## config.mk

```make
export PLATFORM = sky130hd
export DESIGN_NAME = sram_bist_master
export DESIGN_NICKNAME = d
export VERILOG_FILES = /design/src/rtl/sram_bist_master.sv
export SDC_FILE = /design/constraint.sdc
export NUM_CORES = 1
export LEC_CHECK = 0
export CORE_MARGIN = 4
export CORE_UTILIZATION = 60
export CTS_CLUSTER_SIZE = 16
export DETAILED_ROUTE_END_ITERATION = 10
export DONT_BUFFER_PORTS = 1
export MAX_ROUTING_LAYER = met4
export PLACE_DENSITY_LB_ADDON = 0.2
export SLEW_MARGIN = 20
export SYNTH_ARGS = -nofsm -noshare
export SYNTH_HDL_FRONTEND = slang
export SYNTH_SLANG_ARGS = --single-unit
```

## constraint.sdc

```tcl
create_clock -name clk -period 3.1 [get_ports clk]
set_clock_uncertainty 0.1 [all_clocks]
set_input_delay 0 -clock clk [delete_from_list [all_inputs] [get_ports clk]]
set_output_delay 0 -clock clk [all_outputs]
set_load 0.02 [all_outputs]
```

## src/rtl/sram_bist_master.sv

```systemverilog
// BIST initiator for sram_top: writes PATTERN to every word, reads each back and compares.
// Define SRAM_BIST_INV_PASS_EN to append a second write/read pass using ~PATTERN.
module sram_bist_master #(
    parameter int                WIDTH      = 4,
    parameter int                DEPTH      = 32,
    parameter int                ADDR_WIDTH = $clog2(DEPTH),
    parameter logic [WIDTH-1:0]  PATTERN    = 4'b1010,
    parameter int                GAP        = 1,
    parameter int                RD_LAT     = 2,
    localparam int               ERR_W      = $clog2(2*DEPTH+1)
) (
    input  logic                  clk,
    input  logic                  rst,
    input  logic                  start,
    output logic                  wr_req,
    output logic                  re_req,
    output logic [ADDR_WIDTH-1:0] addr_out,
    output logic [WIDTH-1:0]      din_out,
    input  logic [WIDTH-1:0]      dout_in,
    output logic                  busy,
    output logic                  done,
    output logic                  pass,
    output logic [ERR_W-1:0]      err_cnt,
    output logic [ADDR_WIDTH-1:0] fail_addr
);

    localparam int WMAX  = (GAP > RD_LAT) ? GAP : RD_LAT;
    localparam int CNT_W = $clog2(WMAX + 1);

    typedef enum logic [2:0] {IDLE, WR_REQ, WR_WAIT, RD_REQ, RD_WAIT, DONE} state_t;

    state_t                state, state_n;
    logic [ADDR_WIDTH-1:0] addr, addr_n;
    logic [CNT_W-1:0]      wcnt, wcnt_n;
    logic                  phase, phase_n;
    logic [ERR_W-1:0]      err_n;
    logic [ADDR_WIDTH-1:0] fail_n;
    logic [WIDTH-1:0]      exp_pat;
    logic                  last_addr;

    assign exp_pat   = phase ? ~PATTERN : PATTERN;
    assign last_addr = (addr == ADDR_WIDTH'(DEPTH - 1));

    always_comb begin
        state_n = state;
        addr_n  = addr;
        wcnt_n  = wcnt;
        phase_n = phase;
        err_n   = err_cnt;
        fail_n  = fail_addr;
        case (state)
            IDLE, DONE: begin
                if (start) begin
                    state_n = WR_REQ;
                    addr_n  = '0;
                    wcnt_n  = '0;
                    phase_n = 1'b0;
                    err_n   = '0;
                    fail_n  = '0;
                end
            end
            WR_REQ: begin
                state_n = WR_WAIT;
                wcnt_n  = '0;
            end
            WR_WAIT: begin
                if (wcnt == CNT_W'(GAP - 1)) begin
                    if (last_addr) begin
                        addr_n  = '0;
                        state_n = RD_REQ;
                    end else begin
                        addr_n  = addr + ADDR_WIDTH'(1);
                        state_n = WR_REQ;
                    end
                end else begin
                    wcnt_n = wcnt + CNT_W'(1);
                end
            end
            RD_REQ: begin
                state_n = RD_WAIT;
                wcnt_n  = '0;
            end
            RD_WAIT: begin
                if (wcnt == CNT_W'(RD_LAT - 1)) begin
                    // err_cnt==0 means no earlier mismatch, so this is the first one
                    if (dout_in != exp_pat) begin
                        if (err_cnt != {ERR_W{1'b1}}) err_n = err_cnt + ERR_W'(1);
                        if (err_cnt == '0) fail_n = addr;
                    end
                    if (last_addr) begin
`ifdef SRAM_BIST_INV_PASS_EN
                        if (!phase) begin
                            phase_n = 1'b1;
                            addr_n  = '0;
                            state_n = WR_REQ;
                        end else begin
                            state_n = DONE;
                        end
`else
                        state_n = DONE;
`endif
                    end else begin
                        addr_n  = addr + ADDR_WIDTH'(1);
                        state_n = RD_REQ;
                    end
                end else begin
                    wcnt_n = wcnt + CNT_W'(1);
                end
            end
            default: state_n = IDLE;
        endcase
    end

    // Outputs are registered from the next-state view so they line up with the state they describe
    always_ff @(posedge clk or posedge rst) begin
        if (rst) begin
            state     <= IDLE;
            addr      <= '0;
            wcnt      <= '0;
            phase     <= 1'b0;
            wr_req    <= 1'b0;
            re_req    <= 1'b0;
            addr_out  <= '0;
            din_out   <= '0;
            busy      <= 1'b0;
            done      <= 1'b0;
            pass      <= 1'b0;
            err_cnt   <= '0;
            fail_addr <= '0;
        end else begin
            state     <= state_n;
            addr      <= addr_n;
            wcnt      <= wcnt_n;
            phase     <= phase_n;
            wr_req    <= (state_n == WR_REQ);
            re_req    <= (state_n == RD_REQ);
            if (state_n == WR_REQ || state_n == RD_REQ) addr_out <= addr_n;
            if (state_n == WR_REQ) din_out <= phase_n ? ~PATTERN : PATTERN;
            busy      <= (state_n != IDLE) && (state_n != DONE);
            done      <= (state_n == DONE);
            pass      <= (state_n == DONE) && (err_n == '0);
            err_cnt   <= err_n;
            fail_addr <= fail_n;
        end
    end

endmodule

```

# After elaboration in Yosys (flattened, before gate mapping)
# Cells that the tools add are included.
[word_totals]
regBits = 37
input_bits = 7
out_inout_bits = 26
[op_classes]
n_addsub = 3
eq_ne = 19
muxes = 30
reduce_logical = 14
[op_table]
columns = ["cell", "n"]
rows = [
  ["5-bit two-way mux", 9],
  ["7-bit two-way mux", 4],
  ["3-bit case mux with 5 select lines", 1],
  ["5-bit case mux with 3 select lines", 1],
  ["7-bit zero test", 2],
  ["7-bit case mux with 2 select lines", 1],
  ["3-bit two-way mux", 4],
  ["2-bit inequality test, second input constant", 6],
  ["5-bit case mux with 2 select lines", 1],
  ["3-bit by 2-bit == test with 1-bit output, second input constant", 3],
  ["3-bit == test, second input constant", 3],
  ["2-bit two-way mux", 4],
  ["4-bit two-way mux", 2],
  ["2-bit case mux with 4 select lines", 1],
  ["7-bit by 1-bit adder with 7-bit output, second input constant", 1],
  ["7-bit inequality test, second input constant", 1],
  ["3-bit by 1-bit == test with 1-bit output, second input constant", 2],
  ["5-bit by 1-bit adder with 5-bit output, second input constant", 1],
  ["5-bit == test, second input constant", 1],
  ["5-bit AND reduction", 1],
  ["4-bit inequality test", 1],
  ["4-bit AND reduction", 1],
  ["4-bit nonzero test", 1],
  ["2-bit OR reduction", 2],
  ["10 further kinds", 12],
]

# Depth between registers and ports, before layout
# Gate-level depths: netlist (run 1).
[logic_depth]
word_depth = 7
ltp_mapped = 10

# Least setup slack after synthesis (run 1)
# OpenSTA, ideal clock, no wires.
[synth_timing]
path_type = "register to register"
from = "register addr[0]"
to = "register addr_out[2]"
setup_ns = 0.125
arrival_time_ns = 1.995
slack_ns = 0.880
path_stages_with_launch = 9
n_path_buf = 0
period_less_slack_ns = 2.220
path_cell_list = "dfrtp_1 ha_1 and3_1 ha_1 nor2b_1 o211ai_4 o21bai_1 a21o_1 mux2_2"
[synth_lines]
columns = ["item", "line", "rtl"]
rows = [
  ["start, declared", "33", "logic [ADDR_WIDTH-1:0] addr, addr_n;"],
  ["start signal, assigned", "132", "addr <= addr_n;"],
  ["5-bit by 1-bit adder with 5-bit output / 5-bit == test (equally long branches)", "72, 103, 42", ""],
  ["5-bit two-way mux (on tied branches)", "90, 68", ""],
  ["5-bit two-way mux (on tied branches)", "84, 67", ""],
  ["5-bit case mux with 3 select lines (*)", "51", "case (state)"],
  ["named net addr_n[2]", "33", ""],
  ["end signal, assigned", "137", "if (state_n == WR_REQ || state_n == RD_REQ) addr_out <= addr_n;"],
  ["end, declared", "17", "output logic [ADDR_WIDTH-1:0] addr_out,"],
]
# The timed path passes the listed nets; every way through them passes the cells marked *.
# A chain may end at the register's enable or synchronous reset.

# Worst setup path after layout (run 1)
[layout_timing]
from = "register addr[0]"
to = "register din_out[2]"
[layout_between]
elab_chain_len = 5
[layout_rtl]
columns = ["item", "line", "rtl"]
rows = [
  ["5-bit == test (*)", "42", "assign last_addr = (addr == ADDR_WIDTH'(DEPTH - 1));"],
  ["3-bit two-way mux / 2-bit two-way mux (equally long branches)", "90, 68", ""],
  ["3-bit two-way mux (on tied branches)", "84, 67", ""],
  ["3-bit case mux with 5 select lines (*)", "51", ""],
  ["named net state_n[1]", "32", "state_t state, state_n;"],
  ["3-bit by 1-bit == test with 1-bit output (*)", "138", "if (state_n == WR_REQ) din_out <= phase_n ? ~PATTERN : PATTERN;"],
  ["end signal, assigned", "138", ""],
  ["end, declared", "18", "output logic [WIDTH-1:0] din_out,"],
]
# Marks and branches as above.

==> results of run 1 <==
cells in the final DEF (no fill, tap or decap), types with 4 or more instances in the layout:
cell type   n
ha_1        8
o21ai_0     9
nand4_1     4
mux2_2      4
mux2i_1     4
a21o_1      4
nand2_1    16
and3_1      4
a21oi_1     4
a22o_1      5
dfrtp_1    35
inv_1      16
clkbuf_4    5
nor2_1     19
per-stage QoR:
stage	cells	cell area [sq um]	total power [mW]
after floorplan	189	1900	1.19
after global placement	228	1920	1.28
after detailed placement	228	1920	1.30
after CTS	237	2010	1.62
after global routing	237	2010	1.74
final	237	2010	1.61
cells by family (layout without fill, tap and decap cells):
| group | Yosys count | after routing | synth area share [%] |
|---|---|---|---|
| muxes | 8 | 8 | 4.48 |
| xor gates and xnor gates | 2 | 2 | 0.922 |
| AOI/OAI and AO/OA | 47 | 47 | 19.6 |
| adders and majority gates | 8 | 8 | 5.27 |
| buffers and inverters | 23 | 27 | 5.86 |
| DFF | 35 | 35 | 46.1 |
| and+or+nand+nor | 66 | 66 | 17.8 |
final timing paths:
path	startpoint	endpoint	slack, ns	cells after the start
worst max-delay path	addr[0]$_DFF_PP0_	din_out[2]$_DFFE_PP0P_	0.59	10
worst min-delay path	start	err_cnt[2]$_DFF_PP0_	0.03	4
worst max register to register	addr[0]$_DFF_PP0_	din_out[2]$_DFFE_PP0P_	0.59	10
worst min register to register	wcnt[1]$_DFFE_PP0P_	wcnt[1]$_DFFE_PP0P_	0.39	2
max in group asynchronous	rst	wcnt[1]$_DFFE_PP0P_	2.51	3
min in group asynchronous	rst	err_cnt[6]$_DFF_PP0_	0.08	3
where the power goes:
part	switching [mW]	total (mW)	internal [mW]
combinational	0.367	0.614	0.247
sequential	0.149	0.684	0.534
clock	0.145	0.311	0.166
total	0.661	1.61	0.948
per-layer routing:
layer	up-vias	GRT usage [%]
met5	-	-
met4	0	9.76
met3	8	7.21
met2	50	36.1
met1	682	24.2
li1	682	-
repair_timing:
item | 4_1_cts | 5_1_grt
hold buffers | 2 | 0
hold endpoints to repair | 38 | 0
buffers inserted | 0 | 0
resized for setup | 0 | 0
final cells by class:
| class | instances | area [sq um] | share of cell area [%] |
|---|---|---|---|
| clock buffer | 6 | 41.3 | 2.05 |
| clock inverter | 1 | 30.0 | 1.49 |
| inverter | 16 | 60.1 | 2.99 |
| multi-input combinational | 131 | 913 | 45.4 |
| sequential | 35 | 876 | 43.6 |
| tap | 44 | 55.1 | 2.74 |
| timing repair buffer | 4 | 35.0 | 1.74 |
registers in the layout, summed over array words and instances (netlist names), 2 cells and up:
name / flops
err_cnt: 7
state: 3
addr: 5
addr_out: 5
din_out: 2
fail_addr: 5
wcnt: 2
tightest hold or removal path, stage by stage:
cell     delay [ns]
nand2_1        0.05
a21oi_1        0.06
buf_4          0.18
o22ai_1        0.15
==> metrics.txt, run 1 <==
Max Freq=roughly 400 MHz; area leader, netlist=dfrtp_1; vias in the first global route=~1400; worst hold path class=in2reg; TNS Setup=0 ns; Worst Tran Pin Value=between 0.6 and 0.7 ns; Most used DFF post-synth=dfrtp_1; final hold vios=0; unrepaired setup endpoints after global routing=no; Unique masters post-synth=45; CP delay by family, top=simple AND/OR/NAND/NOR gates; row count=20; Chip Width=64.3 um; Final setup viols=0; largest fanout on the critical path=4; crit path capture type=register; Crit Path Class=reg2reg; antenna cells=0; pins over their slew limit=0; top sig layer=met4; Filler Cell Count=between 200 and 300; Vias=1422; pin count of the biggest net entering global routing=36; M1 WL=1610 um; share of the synthesized area in the top cell type=46.1%; Max-cap violations=0; CP max stage cell=dfrtp_1; Post-route DRC=0; Max clock buf depth=2; global-route wire length before repair=around 6800 um; Post-synth EDFFs=0; Placeable Area=3050 sq um; CTS tree=done; Hold Slack=approximately 0.033 ns; antenna viol nets, final=0; initial antenna violation count=0; Data required, critical path=3.24 ns; dpl hpwl=between 2000 and 3000 um; cell with the most instances after synthesis=dfrtp_1; type of origin of the critical path=register; IO Pins=33; worst vdd ir=0.390 mV; register area share after synthesis=between 40% and 50%; Worst-Skew Late Latency=0.34 ns; routability cong.=just under 0.9; via/cell ratio=approximately 6; Initial Util=between 60 and 70%; Post-Syn Area=1900 sq um; PortBufs=0; CTS Sinks=35; YS warnings=0; all-layer global routing usage=between 20% and 30%; cells after synthesis=189; Util after Layout=between 60% and 70%; Starting DRT DRC Count=about 110; worst setup margin=between 0.5 and 0.6 ns; DR WL met2=1910 um; status=finished, final reports clean; first drt pass iteration count=4; Clock Root Buffer=clkbuf_4; metal3 WL=281 um; clock-pin slew on the worst setup and hold paths=approximately 0.1 ns; Yosys reg bits=35; Final min period=2.51 ns; post-DR wirelength/cell=~16 um; NumNets Final=between 200 and 250; CP Cell Sequence=ha_1 -> and3_1 -> ha_1 -> inv_1 -> a21o_1 -> a21oi_1 -> a21oi_1 -> inv_1 -> nor2_1 -> mux2_2; area delta synth->final=5.79%; Mean Syn Cell Area=10.1 sq um; Post-Place Worst Slack=a little over 0.6 ns; H-tree depth=2; asr flop ratio synth=100%; Die Area=roughly 4100 sq um; Final Cycle Share=between 80% and 90%; Routed WL=around 3900 um; top post-synthesis cells by area=dfrtp_1 (46%), ha_1 (5.3%), nor2_1 (3.8%), inv_1 (3.2%), nand2_1 (3.2%); grt total ovfl=0; Lkg Pwr=0.918 nW; CP bufs+invs=2; pwr/cell area=roughly 800 nW/um^2; max_slew headroom=roughly three fifths; cts bufs inserted=5; Die Span Y=around 64 um; top cells by count, synth=dfrtp_1 (35), nor2_1 (19), inv_1 (16), nand2_1 (16), o21ai_0 (9); proportion of layout cells with a drive suffix above 1=roughly 9.8%; syn nets=~200; Slowest Stage Delay on Critical Path=around 0.42 ns; CP Data Arrival Time=~2.6 ns
Note: power is estimated with default switching activity, not from simulation.
==> run 2, diff against run 1 <==
- ABC_AREA: not set -> 1
- clock period: 3.1 -> 2.6 ns (I/O delays scaled with it)
==> metrics.txt, run 2 <==
max reg flops=7; final hold vios=0; main combinational cell family by area after synthesis=simple AND/OR/NAND/NOR gates; cells after synthesis=between 200 and 300; Post-Syn Area=roughly 2000 sq um; DP Area=just over 2000 sq um; most common cell after layout, fill and taps aside=nand2_1; Worst R2R Setup Slack=0.39 ns; register area share after synthesis=between 40% and 50%; CTS tree=done; routability cong.=between 0.9 and 1; Post-synth EDFFs=0; max_slew headroom=69.5%; Biggest register=err_cnt; Starting DRT DRC Count=93; CP Data Arrival Time=around 2.4 ns; area delta synth->final=7.35%; total stage count of the critical path=12; YS warnings=0; share of the synthesized area in the top cell type=between 40% and 50%; CP max stage cell=dfrtp_1; Lkg Pwr=about 1.1 nW; CTS Sinks=35; Final setup viols=0; Post-route DRC=0; Final Cycle Share=about 85%; Data required, critical path=approximately 2.8 ns; Gate power share=40.5%; CP bufs+invs=2; Chip Width=66.1 um; Synth Area in Adders=under 10%; type of origin of the critical path=register; P_sw=between 0.9 and 1 mW; worst hold path class=in2reg; dpl hpwl=between 3000 and 4000 um; Die Area=4370 sq um; RR Startpoint=addr[0]$_DFF_PP0_; Post-Layout Inst Area=2170 sq um; Placeable Area=around 3100 sq um; Slowest Stage Delay on Critical Path=between 0.4 and 0.5 ns; Vias=between 1500 and 2000; antenna viol nets, final=0; Clock Root Buffer=clkbuf_4; antenna cells=0; Crit Path Class=reg2reg; Util after Layout=between 60% and 70%; Yosys reg bits=35; Synth Area in Compound Gates=approximately a tenth; via/cell ratio=approximately 5.4; Worst-Skew Late Latency=approximately 0.35 ns; initial antenna violation count=0; CP Cell Sequence=ha_1 -> nand2_1 -> nor2_1 -> ha_1 -> inv_1 -> nand2_1 -> nand2_1 -> o31ai_4 -> nor2_2 -> inv_1 -> nand2_1 -> nand2_1; TNS Setup=0 ns; Routed WL=about 4200 um; cts bufs inserted=5; post-synthesis mux area share=0%; Max Freq=around 450 MHz; Mean Syn Cell Area=about 7.8 sq um; H-tree depth=2; worst vdd ir=around 0.57 mV; top cells by count, synth=nand2_1 (64), inv_1 (38), dfrtp_1 (35); row count=20; IO Pins=33; total chip power=about 2.1 mW; PortBufs=0; area leader, netlist=dfrtp_1; Clock Power Share=a little under a fifth; Post-Synth XOR/XNOR Area=1.30%; crit path capture=addr_out[2]$_DFFE_PP0P_; Unique masters post-synth=31; top post-synthesis cells by area=dfrtp_1 (43%), nand2_1 (12%), inv_1 (7.0%), nand3_1 (6.4%), ha_1 (4.9%); commonest cells after routing, fill and taps aside=nand2_1 (64), inv_1 (38), dfrtp_1 (35), nand3_1 (26), nor2_1 (23); crit path capture type=register; first drt pass iteration count=5; proportion of layout cells with a drive suffix above 1=12.3%; unrepaired setup endpoints after global routing=no; FF-to-FF End=addr_out[2]$_DFFE_PP0P_; pins over their slew limit=0; pin count of the biggest net entering global routing=36; post_cts resized=0; Max-cap violations=0; Crit. Startpoint=addr[0]$_DFF_PP0_; hold path start=dout_in[1]; pwr/cell area=984 nW/um^2; largest fanout on the critical path=6; Post-Place Worst Slack=0.427 ns; cell with the most instances after synthesis=nand2_1; worst setup margin=0.386 ns; Net Sw Frac=roughly 47%; Initial Util=64.7%; critical path's most frequent cell=nand2_1; sequential share of power=41.1%; NumNets Final=~280; clock-pin slew on the worst setup and hold paths=roughly 0.11 ns; all-layer global routing usage=a little under a quarter; area share of and/or/nand/nor cells after synthesis=between 30% and 40%; Int Pwr=~1.1 mW; status=finished, final reports clean; Die Span Y=66.1 um; CP delay by family, top=simple AND/OR/NAND/NOR gates; Reg2Reg Depth=12; Worst Tran Pin Value=roughly 0.45 ns; Max clock buf depth=2; Final min period=~2.2 ns; asr flop ratio synth=100%; post-DR wirelength/cell=about 13 um; global-route wire length before repair=~7400 um; vias in the first global route=about 1700; syn nets=between 200 and 300; grt total ovfl=0; Most used DFF post-synth=dfrtp_1
==> run 2: power groups by stage <==
stage / combinational, mW / sequential (mW) / clock (mW)
6_report: 0.866 / 0.878 / 0.394
2_1_floorplan: 0.697 / 0.865 / 0
5_1_grt: 0.985 / 0.900 / 0.427
3_3_place_gp: 0.841 / 0.891 / 0
4_1_cts: 0.871 / 0.881 / 0.401
3_5_place_dp: 0.856 / 0.893 / 0
==> run 2: timing repair <==
action / in CTS / in global routing
setup endpoints to repair: 0 / 0
hold endpoints to repair: 49 / 0
buffers inserted: 0 / 0
hold buffers: 2 / 0
==> run 2: how the worst min path moves through the flow <==
stage / to / slack [ns] / cells after the start
5_1_grt: err_cnt[4]$_DFF_PP0_ / 0.08 / 6
6_report: err_cnt[4]$_DFF_PP0_ / 0.03 / 6
3_5_place_dp: phase$_DFF_PP0_ / -0.09 / 2
3_3_place_gp: phase$_DFF_PP0_ / -0.09 / 2
4_1_cts: err_cnt[4]$_DFF_PP0_ / 0.04 / 6
2_1_floorplan: phase$_DFF_PP0_ / 0.03 / 1
==> run 2: stage by stage <==
stage               hold slack (ns)  instances
floorplan                    0.0296        259
global placement            -0.0892        302
detailed placement          -0.0886        302
CTS                          0.0354        312
global route                 0.0802        312
finish                       0.0316        312
==> run 2: cell type report <==
cell class / count / area, sq um
Multi-Input combinational cell: 178 / 966
Fill cell: 267 / 955
Sequential cell: 35 / 876
Inverter: 44 / 168
Tap cell: 44 / 55.1
Clock inverter: 3 / 43.8
Clock buffer: 5 / 37.5
Timing Repair Buffer: 3 / 27.5
==> run 2: cell families after synthesis <==
kind of cell | after synthesis
AND/OR/NAND/NOR | 136
adder cells (fa/ha/maj) | 8
XOR/XNOR | 3
AO/OA/AOI/OAI | 31
buffers and inverters | 46
flip-flops | 35
==> run 2: per-layer routing <==
| metal | GRT usage, % | wire length [um] | vias up |
|---|---|---|---|
| met5 | - | 0 | - |
| met4 | 12.2 | 115 | 0 |
| met3 | 5.10 | 233 | 12 |
| met2 | 33.7 | 1860 | 49 |
| met1 | 29.6 | 1960 | 793 |
| li1 | - | - | 844 |
==> run 2: worst register-to-register path, cell delays in order, from the launching register on <==
cell and delay (ns):
dfrtp_1 0.42, ha_1 0.23, nand2_1 0.07, nor2_1 0.05, ha_1 0.20, inv_1 0.16, nand2_1 0.07, nand2_1 0.17
o31ai_4 0.14, nor2_2 0.22, inv_1 0.14, nand2_1 0.09, nand2_1 0.06
